### src/rtl/uart_tx_arb_pkg.sv
// Shared types and defaults for the uart_tx arbiter.
package uart_tx_arb_pkg;

  localparam int unsigned NReqDefault  = 4;
  localparam int unsigned DataWDefault = 8;

  typedef enum logic [1:0] {
    StIdle     = 2'd0,
    StStart    = 2'd1,
    StWaitDone = 2'd2
  } arb_state_e;

  // Index base+off, wrapped once into [0, n); callers keep base < n and off < n.
  function automatic int unsigned rr_index(int unsigned base, int unsigned off, int unsigned n);
    int unsigned s;
    s = base + off;
    return (s >= n) ? (s - n) : s;
  endfunction

endpackage

### src/rtl/uart_tx_arb_pick.sv
// Combinational winner selection for uart_tx_arbiter.
// Default: round-robin search starting at ptr, wrapping NREQ-1 -> 0.
// With UART_TX_ARB_FIXED_PRIO_EN defined: fixed priority, lowest index wins, ptr ignored.
module uart_tx_arb_pick
  import uart_tx_arb_pkg::*;
#(
  parameter int unsigned NREQ = NReqDefault
) (
  input  logic [NREQ-1:0]         req_valid,
  input  logic [$clog2(NREQ)-1:0] ptr,
  output logic [$clog2(NREQ)-1:0] winner,
  output logic                    found
);

  localparam int unsigned IdxW = $clog2(NREQ);

  logic [IdxW-1:0] base;

`ifdef UART_TX_ARB_FIXED_PRIO_EN
  assign base = '0;
`else
  assign base = ptr;
`endif

  // Walk offsets from farthest to nearest so the nearest valid requester wins.
  always_comb begin
    winner = '0;
    found  = 1'b0;
    for (int i = NREQ - 1; i >= 0; i--) begin
      if (req_valid[rr_index(32'(base), unsigned'(i), NREQ)]) begin
        winner = IdxW'(rr_index(32'(base), unsigned'(i), NREQ));
        found  = 1'b1;
      end
    end
  end

endmodule

### src/rtl/uart_tx_arbiter.sv
// Shares one uart_tx between NREQ requesters. The uart_tx itself sits beside this block.
// Optional build macro: UART_TX_ARB_FIXED_PRIO_EN selects fixed priority (lowest index wins)
// instead of round-robin; ports and FSM are identical in both builds.
module uart_tx_arbiter
  import uart_tx_arb_pkg::*;
#(
  parameter int unsigned NREQ   = NReqDefault,
  parameter int unsigned DATA_W = DataWDefault
) (
  input  logic                     clk,
  input  logic                     reset,
  input  logic [NREQ-1:0]          req_valid,
  input  logic [NREQ*DATA_W-1:0]   req_data,
  output logic [NREQ-1:0]          req_ready,
  output logic                     tx_start,
  output logic [DATA_W-1:0]        tx_data,
  input  logic                     tx_busy,
  output logic [$clog2(NREQ)-1:0]  grant_id,
  output logic                     arb_busy
);

  localparam int unsigned IdxW = $clog2(NREQ);

  arb_state_e        state_q;
  logic [IdxW-1:0]   ptr_q;
  logic [IdxW-1:0]   winner;
  logic              found;
  logic              grant;
  logic [NREQ-1:0]   req_ready_q;
  logic              tx_start_q;
  logic [DATA_W-1:0] tx_data_q;
  logic [IdxW-1:0]   grant_id_q;

  uart_tx_arb_pick #(
    .NREQ (NREQ)
  ) u_pick (
    .req_valid (req_valid),
    .ptr       (ptr_q),
    .winner    (winner),
    .found     (found)
  );

  // Requests are only looked at in IDLE while the transmitter is free.
  assign grant = (state_q == StIdle) && found && !tx_busy;

`ifdef UART_TX_ARB_FIXED_PRIO_EN
  assign ptr_q = '0;
`else
  // Round-robin pointer: one past the last winner, modulo NREQ.
  always_ff @(posedge clk) begin
    if (reset) begin
      ptr_q <= '0;
    end else if (grant) begin
      ptr_q <= (winner == IdxW'(NREQ - 1)) ? '0 : winner + 1'b1;
    end
  end
`endif

  // Arbiter FSM with registered handshake and uart_tx drive outputs.
  always_ff @(posedge clk) begin
    if (reset) begin
      state_q     <= StIdle;
      req_ready_q <= '0;
      tx_start_q  <= 1'b0;
      tx_data_q   <= '0;
      grant_id_q  <= '0;
    end else begin
      req_ready_q <= '0;
      unique case (state_q)
        StIdle: begin
          if (grant) begin
            tx_data_q           <= req_data[winner*DATA_W +: DATA_W];
            grant_id_q          <= winner;
            req_ready_q[winner] <= 1'b1;
            tx_start_q          <= 1'b1;
            state_q             <= StStart;
          end
        end
        StStart: begin
          if (tx_busy) begin
            tx_start_q <= 1'b0;
            state_q    <= StWaitDone;
          end
        end
        StWaitDone: begin
          if (!tx_busy) begin
            state_q <= StIdle;
          end
        end
        default: begin
          tx_start_q <= 1'b0;
          state_q    <= StIdle;
        end
      endcase
    end
  end

  assign req_ready = req_ready_q;
  assign tx_start  = tx_start_q;
  assign tx_data   = tx_data_q;
  assign grant_id  = grant_id_q;
  assign arb_busy  = (state_q != StIdle);

endmodule

### config.mk
export PLATFORM = sky130hd
export DESIGN_NAME = uart_tx_arbiter
export DESIGN_NICKNAME = d
export VERILOG_FILES = /design/src/rtl/uart_tx_arb_pkg.sv /design/src/rtl/uart_tx_arb_pick.sv /design/src/rtl/uart_tx_arbiter.sv
export SDC_FILE = /design/constraint.sdc
export NUM_CORES = 1
export LEC_CHECK = 0
export CAP_MARGIN = 20
export CELL_PAD_IN_SITES_DETAIL_PLACEMENT = 0
export CELL_PAD_IN_SITES_GLOBAL_PLACEMENT = 1
export CORE_MARGIN = 5
export CORE_UTILIZATION = 29
export CTS_BUF_LIST = sky130_fd_sc_hd__clkbuf_4 sky130_fd_sc_hd__clkbuf_8
export CTS_CLUSTER_SIZE = 14
export DETAILED_ROUTE_END_ITERATION = 10
export PLACE_DENSITY = 0.89
export SLEW_MARGIN = 20
export SYNTH_ARGS = -nofsm -noshare
export SYNTH_HDL_FRONTEND = slang
export SYNTH_SLANG_ARGS = --single-unit
### constraint.sdc
create_clock -name clk -period 2.4 [get_ports clk]
set_clock_uncertainty 0.2 [all_clocks]
set_input_delay 0.48 -clock clk [delete_from_list [all_inputs] [get_ports clk]]
set_output_delay 0.48 -clock clk [all_outputs]
set_load 0.01 [all_outputs]
==> results.ini, run 1 <==
[outcome]
run_status = finished, final reports clean

[detailed_routing]
wire_per_inst_um = 13.8
number_of_vias_after_detailed_routing = 998
drt-pass1-iter-count = 4
wl_um = 2920
drt_iter0_drc = 28
route.detailed.vias_per_inst = 4.71
drt.antenna.violating_nets = 0
drcViolationCount = 0

[clock_tree]
clock_tree.htree_level_count = 1
ctsResizeCount = 0
hold_buffers = 0
clk_pin_slew_ns = 0.10
postCtsSetupBuffers = 0
insertion_delay_ns = 0.28
cts.path.max_buffers = 2
numCtsBuffers = 3
tritoncts = built
cts-root-buf = sky130_fd_sc_hd__clkbuf_4
numClockSinks = 19

[worst_setup_path]
critPathRequiredTime_ns = 1.72
cp_data_arrival_time_ns = 1.43
end_kind = output port
worst-setup-path-type = flop to output port
cp_max_fo = 5
worst_setup_path_start_kind = flop
ff2ff_path_depth = 7

[placed_design]
dpl_cell_area_um2 = 1650
quantity_of_i_o_buffers_inserted_on_ports = 54
place_congestion = 0.763
detailed_place_hpwl_um = 2350

[floorplanning]
placement_rows = 21
dieWidth_um = 69.5
initial_core_util_pct = 30.3
floorplan.die_area_um2 = 4830
area_of_the_core_um2 = 3390
floorplan.die.height_um = 69.5
num_io_pins = 55

[power]
internal-power_w = 0.000592
fin_total_pwr_w = 0.000832
power.share.switching_pct = 28.8
leakagePower_nw = 0.729
power.share.combinational_pct = 37.2
pwr_density_cell_nw_per_um2 = 496
p_switching_w = 0.000240
power.share.clock_pct = 19.1
sequentialPowerShare_pct = 43.8
max-vdd-ir-drop_uv = 200

[final_layout]
finalInstanceArea_um2 = 1680
layout-drive-gt1-share_pct = 10.8
layout-area-overhead-vs-synth_pct = 63.5
diodes = 0
final.fill_count = 333
nets = 210

[timing]
period_minus_slack_ns = 2.11
max_freq_mhz = 474
slew-limit-headroom_pct = 84.2
final_hold_viol_count = 0
tightestPinTransition_ns = 0.237
final-max-slew-violation-count = 0
number_of_failing_setup_endpoints_in_the_final_timing_report = 0
grt_setup_unrepaired = false
finalHoldWorstSlack_ns = 0.325
min_period_over_period_pct = 87.9

[global_route]
antenna_found_initial = 0
grt.met1_usage_pct = 13.1
wire_length_of_the_first_global_routing_pass_um = 4940
grt_most_used_layer = met2
grt-ovfl-total = 0
gr-usage-met2_pct = 23.2
grtUsageTotal_pct = 12.3
first_global_vias = 1088
grt_max_degree = 19
met3_demand_to_capacity_share_in_global_routing_pct = 2.90

[yosys]
asyncSetResetFlopFracSynth_pct = 0
number_of_synthesized_register_bits = 19
synth.yosys.seq_area_share_pct = 37.1
yosysWarningCount = 0
synth.net_count = 147
syn_area_um2 = 1030
yosys.area.top_type_share_pct = 37.1
synth_largest_area_cell = sky130_fd_sc_hd__dfxtp_1
synth_enable_flop_cells = 0
post_synth.cell_area_avg_um2 = 9.87
synth_cell_type_count = 25
synth.area.top_cells = sky130_fd_sc_hd__dfxtp_1 (37%), sky130_fd_sc_hd__mux2i_1 (19%), sky130_fd_sc_hd__o221ai_1 (6.8%)
post_synth_inst_count = 104
synthFlopType = sky130_fd_sc_hd__dfxtp_1
synth.cells.most_frequent = sky130_fd_sc_hd__dfxtp_1 (19), sky130_fd_sc_hd__mux2i_1 (19), sky130_fd_sc_hd__nor2_1 (11)

[hold_path]
hold_path.class = flop to flop
worstHoldPathCells = 2

[flow_run]
cap_viol_max_count = 0

==> critical path: stages (launching register included) <==
cell and delay (ns):
sky130_fd_sc_hd__dfxtp_1 0.36, sky130_fd_sc_hd__or2_2 0.30, sky130_fd_sc_hd__clkdlybuf4s50_1 0.48
==> stage by stage <==
stage / instances / util (%) / setup TNS (ns) / setup slack (ns)
after CTS: 212 / 49.5 / 0 / 0.270
after floorplan: 104 / - / 0 / 0.446
after detailed placement: 208 / 48.7 / -0.0858 / -0.0223
after global routing: 212 / 49.5 / 0 / 0.155
final: 212 / 49.5 / 0 / 0.289
after global placement: 208 / 48.7 / 0 / 0.00455
==> per-layer routing <==
metal | share of wire (%) | up-vias | routed length [um]
met3 | 3.7 | 2 | 108
met2 | 55 | 20 | 1600
met4 | 1.3 | 0 | 38
met5 | 0 | - | 0
li1 | - | 501 | -
met1 | 40 | 475 | 1180
==> cell usage in the layout (no fill, tap or decap), drive strengths merged, types with 3 or more instances in the layout <==
| cell | count |
|---|---|
| ha | 4 |
| nor2 | 12 |
| mux2i | 19 |
| inv | 5 |
| and2 | 4 |
| dfxtp | 19 |
| nand2 | 3 |
| o221ai | 8 |
| nand3b | 8 |
| buf | 8 |
| clkdlybuf4s50 | 54 |
| clkbuf | 3 |
| a21oi | 5 |
==> power groups by stage <==
| stage | clock network (W) | registers (W) | logic, W |
|---|---|---|---|
| 5_1_grt | 0.000182 | 0.000368 | 0.000338 |
| 3_5_place_dp | 0 | 0.000371 | 0.000311 |
| 2_1_floorplan | 0 | 0.000378 | 0.000150 |
| 3_3_place_gp | 0 | 0.000370 | 0.000305 |
| 6_report | 0.000159 | 0.000364 | 0.000309 |
| 4_1_cts | 0.000163 | 0.000364 | 0.000313 |
==> sequential cells by signal, indices dropped and copies added (netlist names) <==
register,flops
tx_data,8
ptr_q,2
grant_id,2
state_q,2
req_ready,4
tx_start,1
==> cells by family (layout without fill, tap and decap cells) <==
family,after synthesis,after routing,share of synthesized area (%)
buffers and inverters,9,71,6.34
DFF,19,19,37.1
xor gates and xnor gates,1,1,0.854
AOI/OAI and AO/OA,16,16,11.5
muxes,19,19,18.5
and+or+nand+nor,36,36,20.9
adders and majority gates,4,4,4.88
==> layout make-up <==
type | count | area [um2] | area share [%]
clock buffers | 3 | 22.5 | 1.34
clock inverters | 1 | 5.00 | 0.298
inverters | 5 | 18.8 | 1.12
multi-input cells | 76 | 581 | 34.6
flip-flops and latches | 19 | 380 | 22.7
well taps | 46 | 57.6 | 3.43
repair buffers | 62 | 613 | 36.5
==> path summary, 6_finish.rpt <==
path / start / to / slack (ns)
setup / recovery: state_q[0]$_SDFFE_PP0P_ / arb_busy / 0.29
setup reg to reg: ptr_q[1]$_SDFFE_PP0P_ / tx_data[4]$_SDFFE_PP0P_ / 0.63
hold reg to reg: grant_id[1]$_SDFFE_PP0P_ / grant_id[1]$_SDFFE_PP0P_ / 0.33
hold / removal: grant_id[1]$_SDFFE_PP0P_ / grant_id[1]$_SDFFE_PP0P_ / 0.33
Note: power is estimated with default switching activity, not from simulation.
==> inputs of run 2 (changes only) <==
==> constraint.sdc (replaced) <==
create_clock -name clk -period 2.2 [get_ports clk]
set_clock_uncertainty 0.2 [all_clocks]
set_input_delay 0.44 -clock clk [delete_from_list [all_inputs] [get_ports clk]]
set_output_delay 0.44 -clock clk [all_outputs]
set_load 0.01 [all_outputs]
==> results.ini, run 2 (synthesized netlist as in run 1, its figures left out) <==
[clock_tree]
postCtsSetupBuffers = 0  ; unchanged
numCtsBuffers = 3  ; unchanged
clock_tree.htree_level_count = 1  ; unchanged
ctsResizeCount = 0  ; unchanged
clk_pin_slew_ns = 0.11  ; about the same
cts-root-buf = sky130_fd_sc_hd__clkbuf_4
hold_buffers = 0  ; unchanged
insertion_delay_ns = 0.29  ; about the same
tritoncts = built
cts.path.max_buffers = 2  ; unchanged
numClockSinks = 19  ; unchanged

[floorplanning]
dieWidth_um = 69.5  ; unchanged
initial_core_util_pct = 30.3  ; unchanged
area_of_the_core_um2 = 3390  ; unchanged
num_io_pins = 55  ; unchanged
floorplan.die.height_um = 69.5  ; unchanged
placement_rows = 21  ; unchanged
floorplan.die_area_um2 = 4830  ; unchanged

[global_route]
grt_max_degree = 16  ; -3
first_global_vias = 1061  ; -2.5%
grtUsageTotal_pct = 12.2  ; -0.045 points
grt-ovfl-total = 0  ; unchanged
wire_length_of_the_first_global_routing_pass_um = 4810  ; -2.7%
antenna_found_initial = 0  ; unchanged

[detailed_routing]
route.detailed.vias_per_inst = 4.62  ; -1.8%
drt.antenna.violating_nets = 0  ; unchanged
drt_iter0_drc = 46  ; +64%
wl_um = 2910  ; -0.44%
number_of_vias_after_detailed_routing = 1017  ; +1.9%
wire_per_inst_um = 13.2  ; -4.1%
drcViolationCount = 0  ; unchanged
drt-pass1-iter-count = 4  ; unchanged

[worst_setup_path]
end_kind = output port
ff2ff_path_depth = 6  ; -1
worst-setup-path-type = flop to output port
r2r_start = ptr_q[0]$_SDFFE_PP0P_
r2r_slack_ns = 0.39  ; -0.24 ns
r2r_end = tx_data[1]$_SDFFE_PP0P_
critPathRequiredTime_ns = 1.56  ; -0.16 ns
critical_path.endpoint = arb_busy
cp_max_fo = 5  ; unchanged
crit_path_start = state_q[0]$_SDFFE_PP0P_
cp_data_arrival_time_ns = 1.44  ; about the same
worst_setup_path_start_kind = flop

[hold_path]
hold_path.class = flop to flop
worstHoldPathCells = 2  ; unchanged

[power]
internal-power_w = 0.000676  ; +14%
power.share.clock_pct = 20.0  ; +0.9 points
p_switching_w = 0.000261  ; +8.8%
power.share.switching_pct = 27.9  ; -0.99 points
pwr_density_cell_nw_per_um2 = 538  ; +8.4%
leakagePower_nw = 0.777  ; +6.6%
power.share.combinational_pct = 37.7  ; +0.5 points
sequentialPowerShare_pct = 42.3  ; -1.5 points
fin_total_pwr_w = 0.000937  ; +13%
max-vdd-ir-drop_uv = 241  ; +20%

[final_layout]
layout-drive-gt1-share_pct = 14.9  ; +4.1 points
layout_commonest_cell = sky130_fd_sc_hd__clkdlybuf4s50_1
diodes = 0  ; unchanged
layout.cells.most_common_list = sky130_fd_sc_hd__clkdlybuf4s50_1 (53), sky130_fd_sc_hd__mux2i_1 (19), sky130_fd_sc_hd__dfxtp_1 (19)
layout-area-overhead-vs-synth_pct = 69.9
largest_register_ffs = 8  ; unchanged
finalInstanceArea_um2 = 1740  ; +3.9%
nets = 218  ; +3.8%
post_layout_nonfiller_instances = 220  ; +3.8%

[placed_design]
place_congestion = 0.764  ; +0.17%
quantity_of_i_o_buffers_inserted_on_ports = 54  ; unchanged
dpl_cell_area_um2 = 1710  ; +3.6%
post-place-cells = 216  ; +3.8%
detailed_place_hpwl_um = 2410  ; +2.5%
place_ws_ns = -0.167  ; -0.145 ns

[outcome]
run_status = finished, final reports clean

[timing]
min_period_over_period_pct = 94.4
layout_setup_ws_ns = 0.123  ; -0.167 ns
grt_setup_unrepaired = false
max_freq_mhz = 481
tightestPinTransition_ns = 0.235  ; -0.00189 ns
number_of_failing_setup_endpoints_in_the_final_timing_report = 0  ; unchanged
period_minus_slack_ns = 2.08
final-max-slew-violation-count = 0  ; unchanged
final_hold_viol_count = 0  ; unchanged
finalHoldWorstSlack_ns = 0.318  ; -0.00728 ns
slew-limit-headroom_pct = 84.4  ; +0.14 points

[flow_run]
cap_viol_max_count = 0  ; unchanged

run 2: per-stage QoR:
stage	util (%)	TNS [ns]
floorplan	-	0
global placement	50.5	-1.66
detailed placement	50.5	-2.29
CTS	51.3	0
global route	51.4	0
finish	51.4	0
run 2: routing by layer:
layer / GRT usage (%) / up-vias / wire, um
li1: - / 517 / -
met1: 13.5 / 474 / 1200
met2: 22.5 / 24 / 1550
met3: 2.03 / 2 / 112
met4: 5.86 / 0 / 47
met5: 0 / - / 0
run 2: power groups by stage:
stage          registers [W]  clock network (W)  logic [W]
4_1_cts             0.000396           0.000191   0.000358
2_1_floorplan       0.000412                  0   0.000163
3_3_place_gp        0.000402                  0   0.000352
5_1_grt             0.000400           0.000206   0.000386
3_5_place_dp        0.000403                  0   0.000357
6_report            0.000396           0.000188   0.000353
run 2: how the worst min path moves through the flow:
stage,from,to
4_1_cts,grant_id[1]$_SDFFE_PP0P_,grant_id[1]$_SDFFE_PP0P_
3_3_place_gp,grant_id[0]$_SDFFE_PP0P_,grant_id[0]$_SDFFE_PP0P_
6_report,tx_data[5]$_SDFFE_PP0P_,tx_data[5]$_SDFFE_PP0P_
3_5_place_dp,tx_data[7]$_SDFFE_PP0P_,tx_data[7]$_SDFFE_PP0P_
2_1_floorplan,state_q[1]$_SDFFE_PP0P_,state_q[0]$_SDFFE_PP0P_
5_1_grt,state_q[1]$_SDFFE_PP0P_,state_q[0]$_SDFFE_PP0P_
run 2: critical path: stages, from the launching register on:
cell	delay, ns
sky130_fd_sc_hd__dfxtp_1	0.36
sky130_fd_sc_hd__or2_2	0.30
sky130_fd_sc_hd__clkdlybuf4s50_1	0.48
run 2: final cells by class:
type                            count  area (um2)
Clock buffer                        4        30.0
Sequential cell                    19         380
Multi-Input combinational cell     76         581
Fill cell                         305        1650
Tap cell                           46        57.6
Timing Repair Buffer               70         676
Inverter                            5        18.8
